## src/rtl/uart_frame_collector.sv

```systemverilog
// UART 8N1 receiver that reassembles NBYTES consecutive bytes (LSB byte first)
// into one frame word with a valid/ready handshake. Flags framing errors,
// inter-byte timeouts and frames dropped because the consumer was not ready.
module uart_frame_collector #(
  parameter int CLK_FREQ     = 10000000,
  parameter int BAUD         = 115200,
  parameter int NBYTES       = 3,
  parameter int TIMEOUT_BITS = 20
) (
  input  logic                clk1,
  input  logic                rst_n,
  input  logic                rx_line,
  output logic [8*NBYTES-1:0] frame_data,
  output logic                frame_valid,
  input  logic                frame_ready,
  output logic                byte_strobe,
  output logic                frame_err,
  output logic [1:0]          err_code,
  output logic                overrun
);

  localparam int CPB      = CLK_FREQ / BAUD;
  localparam int TW       = $clog2(CPB + 1);
  localparam int TO_LIMIT = TIMEOUT_BITS * CPB;
  localparam int OW       = $clog2(TO_LIMIT + 1);

  localparam logic [TW-1:0] HALF_LAST = TW'(CPB / 2 - 1);
  localparam logic [TW-1:0] BIT_LAST  = TW'(CPB - 1);
  localparam logic [OW-1:0] TO_LAST   = OW'(TO_LIMIT - 1);
  localparam logic [2:0]    LAST_IDX  = 3'(NBYTES - 1);

  typedef enum logic [2:0] {
    S_IDLE  = 3'd0,
    S_START = 3'd1,
    S_DATA  = 3'd2,
    S_STOP  = 3'd3,
    S_BREAK = 3'd4
  } state_t;

  state_t              state_r;
  logic                rx_meta_r;
  logic                rxs_r;
  logic [TW-1:0]       bit_timer_r;
  logic [2:0]          bit_cnt_r;
  logic [7:0]          shreg_r;
  logic [2:0]          byte_idx_r;
  logic [OW-1:0]       idle_timer_r;
  logic [8*NBYTES-1:0] asm_r;
  logic [8*NBYTES-1:0] frame_next_s;
  logic                accept_s;

  // Two-flop synchroniser for the asynchronous serial line (idles high).
  always_ff @(posedge clk1) begin
    if (!rst_n) begin
      rx_meta_r <= 1'b1;
      rxs_r     <= 1'b1;
    end else begin
      rx_meta_r <= rx_line;
      rxs_r     <= rx_meta_r;
    end
  end

  // Completed frame: earlier bytes from the assembly buffer, the byte just received on top.
  always_comb begin
    frame_next_s = asm_r;
    frame_next_s[8*(NBYTES-1) +: 8] = shreg_r;
    accept_s = frame_valid & frame_ready;
  end

  // Receiver FSM, frame assembly, timeout and output registers.
  always_ff @(posedge clk1) begin
    if (!rst_n) begin
      state_r      <= S_IDLE;
      bit_timer_r  <= '0;
      bit_cnt_r    <= 3'd0;
      shreg_r      <= 8'h00;
      byte_idx_r   <= 3'd0;
      idle_timer_r <= '0;
      asm_r        <= '0;
      frame_data   <= '0;
      frame_valid  <= 1'b0;
      byte_strobe  <= 1'b0;
      frame_err    <= 1'b0;
      err_code     <= 2'd0;
      overrun      <= 1'b0;
    end else begin
      byte_strobe <= 1'b0;
      frame_err   <= 1'b0;
      // A consumed frame is released; a frame completing this cycle overrides it below.
      if (accept_s) begin
        frame_valid <= 1'b0;
      end
      case (state_r)
        S_IDLE: begin
          if (!rxs_r) begin
            state_r      <= S_START;
            bit_timer_r  <= '0;
            idle_timer_r <= '0;
          end else if (byte_idx_r != 3'd0) begin
            // Partial frame waiting for its next byte.
            if (idle_timer_r == TO_LAST) begin
              byte_idx_r   <= 3'd0;
              idle_timer_r <= '0;
              frame_err    <= 1'b1;
              err_code     <= 2'd2;
            end else begin
              idle_timer_r <= idle_timer_r + OW'(1);
            end
          end
        end
        S_START: begin
          if (bit_timer_r == HALF_LAST) begin
            bit_timer_r <= '0;
            bit_cnt_r   <= 3'd0;
            // A line already back high at mid start bit is a glitch and is ignored.
            state_r     <= rxs_r ? S_IDLE : S_DATA;
          end else begin
            bit_timer_r <= bit_timer_r + TW'(1);
          end
        end
        S_DATA: begin
          if (bit_timer_r == BIT_LAST) begin
            bit_timer_r <= '0;
            shreg_r     <= {rxs_r, shreg_r[7:1]};
            if (bit_cnt_r == 3'd7) begin
              state_r <= S_STOP;
            end else begin
              bit_cnt_r <= bit_cnt_r + 3'd1;
            end
          end else begin
            bit_timer_r <= bit_timer_r + TW'(1);
          end
        end
        S_STOP: begin
          if (bit_timer_r == BIT_LAST) begin
            bit_timer_r <= '0;
            if (rxs_r) begin
              byte_strobe <= 1'b1;
              state_r     <= S_IDLE;
              if (byte_idx_r == LAST_IDX) begin
                byte_idx_r <= 3'd0;
                if (!frame_valid || accept_s) begin
                  frame_data  <= frame_next_s;
                  frame_valid <= 1'b1;
                end else begin
                  overrun <= 1'b1;
                end
              end else begin
                asm_r[{byte_idx_r, 3'b000} +: 8] <= shreg_r;
                byte_idx_r <= byte_idx_r + 3'd1;
              end
            end else begin
              byte_idx_r <= 3'd0;
              frame_err  <= 1'b1;
              err_code   <= 2'd1;
              state_r    <= S_BREAK;
            end
          end else begin
            bit_timer_r <= bit_timer_r + TW'(1);
          end
        end
        S_BREAK: begin
          if (rxs_r) begin
            state_r <= S_IDLE;
          end
        end
        default: begin
          state_r <= S_IDLE;
        end
      endcase
    end
  end

endmodule

```

## config.mk

```make
export PLATFORM = sky130hd
export DESIGN_NAME = uart_frame_collector
export DESIGN_NICKNAME = d
export VERILOG_FILES = /design/src/rtl/uart_frame_collector.sv
export SDC_FILE = /design/constraint.sdc
export NUM_CORES = 1
export LEC_CHECK = 0
export ABC_AREA = 1
export BUFFER_PORTS_ARGS = -buffer_cell sky130_fd_sc_hd__buf_2
export CORE_ASPECT_RATIO = 2
export CORE_MARGIN = 2
export CORE_UTILIZATION = 43
export DETAILED_ROUTE_END_ITERATION = 10
export SYNTH_ARGS = -nofsm -noshare
export SYNTH_HDL_FRONTEND = slang
export SYNTH_SLANG_ARGS = --single-unit
```

## constraint.sdc

```tcl
create_clock -name clk1 -period 6.33 [get_ports clk1]
set_input_delay 1.266 -clock clk1 [delete_from_list [all_inputs] [get_ports clk1]]
set_output_delay 1.266 -clock clk1 [all_outputs]
set_load 0.01 [all_outputs]
```

# Word level (Yosys, flattened, before mapping)
# Index checks and enable logic that the tools add are counted.
[word_totals]
wordCells = 112
inputBits = 4
register_bits = 91
[op_classes]
n_shift = 2
n_addsub = 5
n_reduce_logical = 19
n_bitwise = 3
n_mux = 47
n_eq_ne = 21
[ops]
columns = ["op", "n"]
rows = [
  ["two-way mux 3 bit", 16],
  ["two-way mux 11 bit", 3],
  ["bitwise mux 24 bit", 1],
  ["variable shift 8 x 8 -> 24 bit, first input constant", 1],
  ["indexed part select 8 x 8 -> 24 bit", 1],
  ["inequality test 2 bit, second input constant", 11],
  ["two-way mux 7 bit", 3],
  ["case mux 7 bit (3 select lines)", 1],
  ["case mux 3 bit (5 select lines)", 1],
  ["AND reduction 5 bit", 3],
  ["two-way mux 1 bit", 12],
  ["two-way mux 2 bit", 6],
  ["case mux 3 bit (2 select lines)", 2],
  ["AND reduction 6 bit", 2],
  ["adder 11 x 1 -> 11 bit, second input constant", 1],
  ["== test 11 bit, second input constant", 1],
  ["== test 3 x 2 -> 1 bit, second input constant", 3],
  ["negation 6 -> 8 bit", 1],
  ["AND reduction 4 bit", 2],
  ["adder 7 x 1 -> 7 bit, second input constant", 1],
  ["== test 7 x 6 -> 1 bit, second input constant", 1],
  ["== test 7 bit, second input constant", 1],
  ["adder 3 x 1 -> 3 bit, second input constant", 2],
  ["== test 3 bit, second input constant", 2],
  ["other kinds (14)", 19],
]

# Logic depth before layout (Yosys ltp)
# Gate-level depths: netlist of run 1.
[logic_depth]
depth_word = 7
ltp_mapped = 12

# Least setup slack after synthesis of run 1
# Ideal clock, no wire load.
[synth_timing]
path_kind = "input -> register"
start = "input frame_ready"
end = "register frame_data[0]"
path_buffers = 1
cell_stages = 6
arrival_ns = 2.020
path_slack_ns = 4.197
cell_sequence = "or2_2 nand3_4 inv_2 buf_6 nor2_1 nor2_1"
[synth_between]
elab_chain_cells = 3
[synth_rtl]
columns = ["element", "line_no", "source"]
rows = [
  ["start, declared", "15", "input logic frame_ready,"],
  ["bitwise AND 1 bit", "67", "accept_s = frame_valid & frame_ready;"],
  ["logical OR 1 bit", "142", "if (!frame_valid || accept_s) begin"],
  ["AND reduction 5 bit (no line)", "-", ""],
  ["end signal, assigned", "143", "frame_data <= frame_next_s;"],
  ["end, declared", "13", "output logic [8*NBYTES-1:0] frame_data,"],
]
# Every way passes these cells.
# A chain may end at the register's enable or synchronous reset.

# Final worst setup path of run 1
[layout_timing]
start = "input rst_n"
end = "register rxs_r"
[layout_rtl]
columns = ["element", "line_no", "source"]
rows = [
  ["start, declared", "11", "input logic rst_n,"],
  ["end signal, assigned", "59", "rxs_r <= rx_meta_r;"],
  ["end, declared", "42", "logic rxs_r;"],
]
# No word-level cell between the ends.

==> results of run 1 <==
power by group through the flow:
stage / combinational (mW) / sequential, mW / clock [mW]
floorplan: 0.140 / 0.564 / 0
global placement: 0.176 / 0.568 / 0
detailed placement: 0.179 / 0.569 / 0
CTS: 0.180 / 0.558 / 0.542
global route: 0.208 / 0.561 / 0.563
finish: 0.181 / 0.559 / 0.526
critical path, cell delays in order:
cell and delay, ns:
buf_2 0.52, inv_1 0.68, or2_2 0.49
final cells by class:
class	instances	area (um^2)	area share, %
Inverter	62	233	5.47
Sequential cell	83	1660	39.0
Clock buffer	10	239	5.62
Tap cell	100	125	2.94
Multi-Input combinational cell	362	1770	41.5
Timing Repair Buffer	33	165	3.88
Clock inverter	6	65.1	1.53
registers in the layout (all words and copies together) (netlist names):
| name | cells |
|---|---|
| err_code | 2 |
| frame_err | 1 |
| frame_data | 24 |
| overrun | 1 |
| idle_timer_r | 11 |
| asm_r | 16 |
| state_r | 3 |
| bit_timer_r | 7 |
| rxs_r | 1 |
| rx_meta_r | 1 |
| byte_strobe | 1 |
| shreg_r | 8 |
| frame_valid | 1 |
| bit_cnt_r | 3 |
| byte_idx_r | 3 |
per-layer routing:
metal  wire [um]  vias to the layer above
li1            -                     1694
met1        3110                     1409
met2        4540                       50
met3         207                       18
met4         255                        0
met5           0                        -
final timing paths:
path                            slack, ns       end          start
worst min register to register       0.42     rxs_r      rx_meta_r
worst min-delay path                 0.42     rxs_r      rx_meta_r
worst max-delay path                 3.58     rxs_r          rst_n
worst max register to register       3.99  asm_r[7]  byte_idx_r[0]
cell families (layout without fill, tap and decap cells):
| logic type | Yosys count | in the layout | synth area share [%] |
|---|---|---|---|
| and+or+nand+nor | 275 | 275 | 30.9 |
| DFF | 83 | 83 | 44.6 |
| xor gates and xnor gates | 6 | 6 | 1.41 |
| buffers and inverters | 75 | 111 | 8.05 |
| adders and majority gates | 10 | 10 | 3.36 |
| AOI/OAI and AO/OA | 71 | 71 | 11.7 |
cell usage in the layout (no fill, tap or decap), drive strengths merged, types with 10 or more instances in the layout:
cell type	count
a21oi	19
clkbuf	10
ha	10
nand3	24
inv	62
nor3	13
nor2	135
buf	33
nand2	89
o21bai	25
o21ai	20
dfxtp	83
per-stage QoR:
stage / instance area (um^2) / util, % / std cells / setup slack (ns)
floorplan: 3730 / - / 520 / 4.20
detailed placement: 3950 / 46.3 / 640 / 3.18
global route: 4260 / 49.9 / 656 / 3.43
finish: 4260 / 49.9 / 656 / 3.58
CTS: 4260 / 49.9 / 656 / 3.54
global placement: 3950 / 46.3 / 640 / 3.25
==> flow_summary_export.csv, run 1 <==
group,metric,value,unit
status,outcome,"finished clean",
global_routing,antenna_found_initial,0,
clocking,root_buffer,"clkbuf_16",
route,vias,3171,
yosys,synth_area,3730,um^2
timing,max_freq,0.363,GHz
yosys,yosysWarnings,0,
layout,drive_gt1_share,11.3,%
clocking,cts_max_path_buffers,2,
placement,place.gp.congestion,0.851,
clocking,clkLatencyLatePin,0.34,ns
critical_path,arrival,2.97,ns
yosys,synth_edf_count,0,
clocking,htree_levels,3,
timing,skew,0.00508,ns
route,wl,8.11,mm
yosys,ys_seq_elements,83,
timing,setup_viol,0,
global_routing,grt-ovfl-total,0,
route,drt_pass1_iterations,4,
clocking,post-cts-setup-buffers,0,
critical_path,worstPathMaxFanout,39,
layout,fillers,863,
pwr,p_clk_share,41.6,%
pwr,internal_power,906,uW
timing,slew_violations,0,
route,drtIter0Drc,137,
floorplan,fp-row-count,48,
pwr,ir_worst_vdd,0.138,mV
layout,nets,565,
placement,port_buffers,33,
global_routing,use_met3,3.27,%
yosys,synth-main-ff-cell,"dfxtp_1",
global_routing,use_met1,17.9,%
layout,syn_to_final_growth,14.1,%
hold_path,hold_class,"flip-flop to flip-flop",
yosys,synthTopCellsByCount,"nor2_1 (134), nand2_1 (88), dfxtp_1 (83)",
timing,fin_crit_sh,43.5,%
floorplan,ios,34,
clocking,cts_num_sinks,83,
route,wl_per_cell,12.4,um
clocking,cts_tree,"done",
critical_path,path_class,"primary input to flip-flop",
floorplan,die_w,69.8,um
floorplan,die-area,9480,um^2
route,ant_nets,0,
floorplan,initial_core_util,43.7,%
timing,rsz0062_at_grt,"no",
pwr,power_density,297,nW/um^2
route,viasPerCell,4.83,
floorplan,die_h,136,um
timing,finalCriticalPeriod,2.75,ns
clocking,holdBufCountCts,0,
yosys,ys_seq_area_share,44.6,%
pwr,swShare,28.4,%
global_routing,grt_max_degree,40,
route,drcViolationCount,0,
yosys,synth_nets,534,
critical_path,critPathCaptureType,"flip-flop",
critical_path,required,6.55,ns
clocking,cts_buffers,9,
pwr,p_comb_share,14.3,%
yosys,synthArstFlopShare,0,%
pwr,finalPower,1.27,mW
hold_path,holdPathStages,1,
yosys,synth_area_per_cell,7.17,um^2
critical_path,start_kind,"primary input",
clocking,clk_pin_slew,0.06,ns
timing,finalHoldViolCount,0,
critical_path,r2r_cells,8,
layout,antennaDiodeCount,0,
timing,tightest_slew,1.07,ns
yosys,synth_top_area_share,44.6,%
yosys,synth_cell_types,30,
timing,fin_setup_tns,0,ns
global_routing,busiest_layer,"met2",
yosys,synth_cells,520,
clocking,ctsResizeCount,0,
global_routing,met2_usage,33.7,%
global_routing,grt_pass1_wl,13.5,mm
placement,hpwl,5.92,mm
timing,fin_hold_ws,0.416,ns
global_routing,track_usage,17.9,%
timing,relSlewSlack,28.5,%
yosys,post-synth-top-count-cell,"nor2_1",
yosys,synth_top_area_cell,"dfxtp_1",
yosys,synth_top_cells_by_area,"dfxtp_1 (45%), nor2_1 (13%), nand2_1 (8.9%)",
job,drv_cap,0,
pwr,leakagePower,1.96,nW
global_routing,grt_pass1_vias,2991,
floorplan,core,8530,um^2
pwr,p_switching,359,uW
pwr,p_seq_share,44.1,%
Power figures use the tool's default switching activity.
==> run 2: changes to the inputs <==
==> constraint.sdc (replaced) <==
create_clock -name clk1 -period 2.6 [get_ports clk1]
set_input_delay 0.52 -clock clk1 [delete_from_list [all_inputs] [get_ports clk1]]
set_output_delay 0.52 -clock clk1 [all_outputs]
set_load 0.01 [all_outputs]
==> flow_summary_export.csv, run 2 (same netlist as run 1, synthesis figures left out) <==
group,metric,value,unit
timing,finalCriticalPeriod,2.30,ns
layout,antennaDiodeCount,0,
clocking,cts_num_sinks,83,
pwr,power_density,724,nW/um^2
pwr,ir_worst_vdd,0.387,mV
route,routed-wl-met3,243,um
layout,top_register,"frame_data",
floorplan,ios,34,
floorplan,die-area,9480,um^2
global_routing,track_usage,18.7,%
layout,fillers,863,
route,dr_wl_met2,4.68,mm
timing,fin_setup_tns,0,ns
hold_path,holdPathStages,2,
layout,drive_gt1_share,11.6,%
timing,fin_crit_sh,88.4,%
critical_path,path_class,"flip-flop to flip-flop",
route,viasPerCell,4.95,
layout,largestRegisters,"frame_data x24, asm_r x16, idle_timer_r x11",
global_routing,grt-ovfl-total,0,
floorplan,core,8530,um^2
placement,dp.cells,645,
timing,tightest_slew,0.536,ns
route,wl_per_cell,12.7,um
pwr,finalPower,3.11,mW
hold_path,hp-start,"rx_line",
timing,fin_hold_ws,0.371,ns
layout,layout_common_cells,"nor2_1 (134), nand2_1 (88), dfxtp_1 (83), inv_1 (60), buf_2 (33)",
route,drtIter0Drc,169,
clocking,cts_max_path_buffers,2,
global_routing,antenna_found_initial,0,
layout,nets,570,
route,top_layer_used,"met4",
hold_path,hold_class,"primary input to flip-flop",
status,outcome,"finished clean",
clocking,clk_pin_slew,0.06,ns
floorplan,die_h,136,um
layout,final_common_cell,"nor2_1",
timing,slew_violations,0,
placement,port_buffers,33,
clocking,root_buffer,"clkbuf_16",
global_routing,grt_max_degree,29,
critical_path,start_kind,"flip-flop",
route,wl,8.34,mm
clocking,cts_buffers,9,
global_routing,grt_pass1_vias,3096,
hold_path,holdPathEnd,"rx_meta_r",
layout,fin_area,4290,um^2
floorplan,fp-row-count,48,
placement,place.gp.congestion,0.877,
floorplan,initial_core_util,43.7,%
pwr,leakagePower,1.98,nW
placement,hpwl,6.15,mm
clocking,holdBufCountCts,0,
layout,largest_reg_flops,24,
critical_path,required,2.83,ns
timing,max_freq,0.435,GHz
timing,setup_viol,0,
route,wl_met1,3.17,mm
layout,fin_cells,658,
job,drv_cap,0,
route,drcViolationCount,0,
critical_path,critPathCaptureType,"flip-flop",
global_routing,grt_pass1_wl,14.0,mm
timing,skew,0.00528,ns
timing,finalHoldViolCount,0,
critical_path,arrival,2.53,ns
clocking,cts_tree,"done",
clocking,post-cts-setup-buffers,0,
critical_path,worstPathMaxFanout,8,
floorplan,die_w,69.8,um
route,drt_pass1_iterations,4,
critical_path,r2r_cells,8,
critical_path,r2r_start,"byte_idx_r[0]",
placement,post_dp_cell_area,3990,um^2
layout,syn_to_final_growth,15.1,%
clocking,clkLatencyLatePin,0.34,ns
critical_path,r2r_slack,0.30,ns
clocking,htree_levels,3,
route,ant_nets,0,
timing,rsz0062_at_grt,"no",
timing,relSlewSlack,64.3,%
route,vias,3254,
clocking,ctsResizeCount,0,
critical_path,r2r_end,"asm_r[7]",
run 2: how the worst max path moves through the flow:
stage                     slack, ns          start  cells after the start       end
final                          0.30  byte_idx_r[0]                      8  asm_r[7]
after global routing            0.1  byte_idx_r[0]                      8  asm_r[7]
after CTS                      0.31  byte_idx_r[0]                      8  asm_r[7]
after detailed placement       0.34  byte_idx_r[0]                      8  asm_r[7]
after global placement         0.43  byte_idx_r[0]                      8  asm_r[7]
after floorplan                0.59  byte_idx_r[0]                      8  asm_r[7]
run 2: per-layer routing:
metal | GRT usage (%) | up-vias
met5 | 0 | -
met4 | 9.29 | 0
met3 | 4.46 | 20
met2 | 36.3 | 60
met1 | 17.8 | 1468
li1 | - | 1706
run 2: power breakdown:
group,internal [mW],switching [mW]
registers,1.31,0.0489
clock network,0.848,0.472
logic,0.132,0.300
total,2.29,0.821
run 2: final cells by class:
type                            count  area [um^2]  area share (%)
Inverter                           62          233            5.42
Multi-Input combinational cell    362         1770            41.2
Clock inverter                      3         65.1            1.52
Sequential cell                    83         1660            38.7
Tap cell                          100          125            2.91
Timing Repair Buffer               38          203            4.72
Clock buffer                       10          239            5.57
run 2: critical path, cell delays in order (launching register included):
cell	delay [ns]
dfxtp_1	0.37
inv_1	0.11
ha_1	0.22
ha_1	0.29
or2_2	0.29
nor3_1	0.32
nand3_1	0.30
o21ai_0	0.23
nor2_1	0.06
run 2: metrics by stage:
step           worst slack (ns)  util, %
6_report                  0.302     50.3
5_1_grt                  0.0990     50.3
4_1_cts                   0.308     50.3
3_5_place_dp              0.337     46.8
3_3_place_gp              0.433     46.8
2_1_floorplan             0.590        -
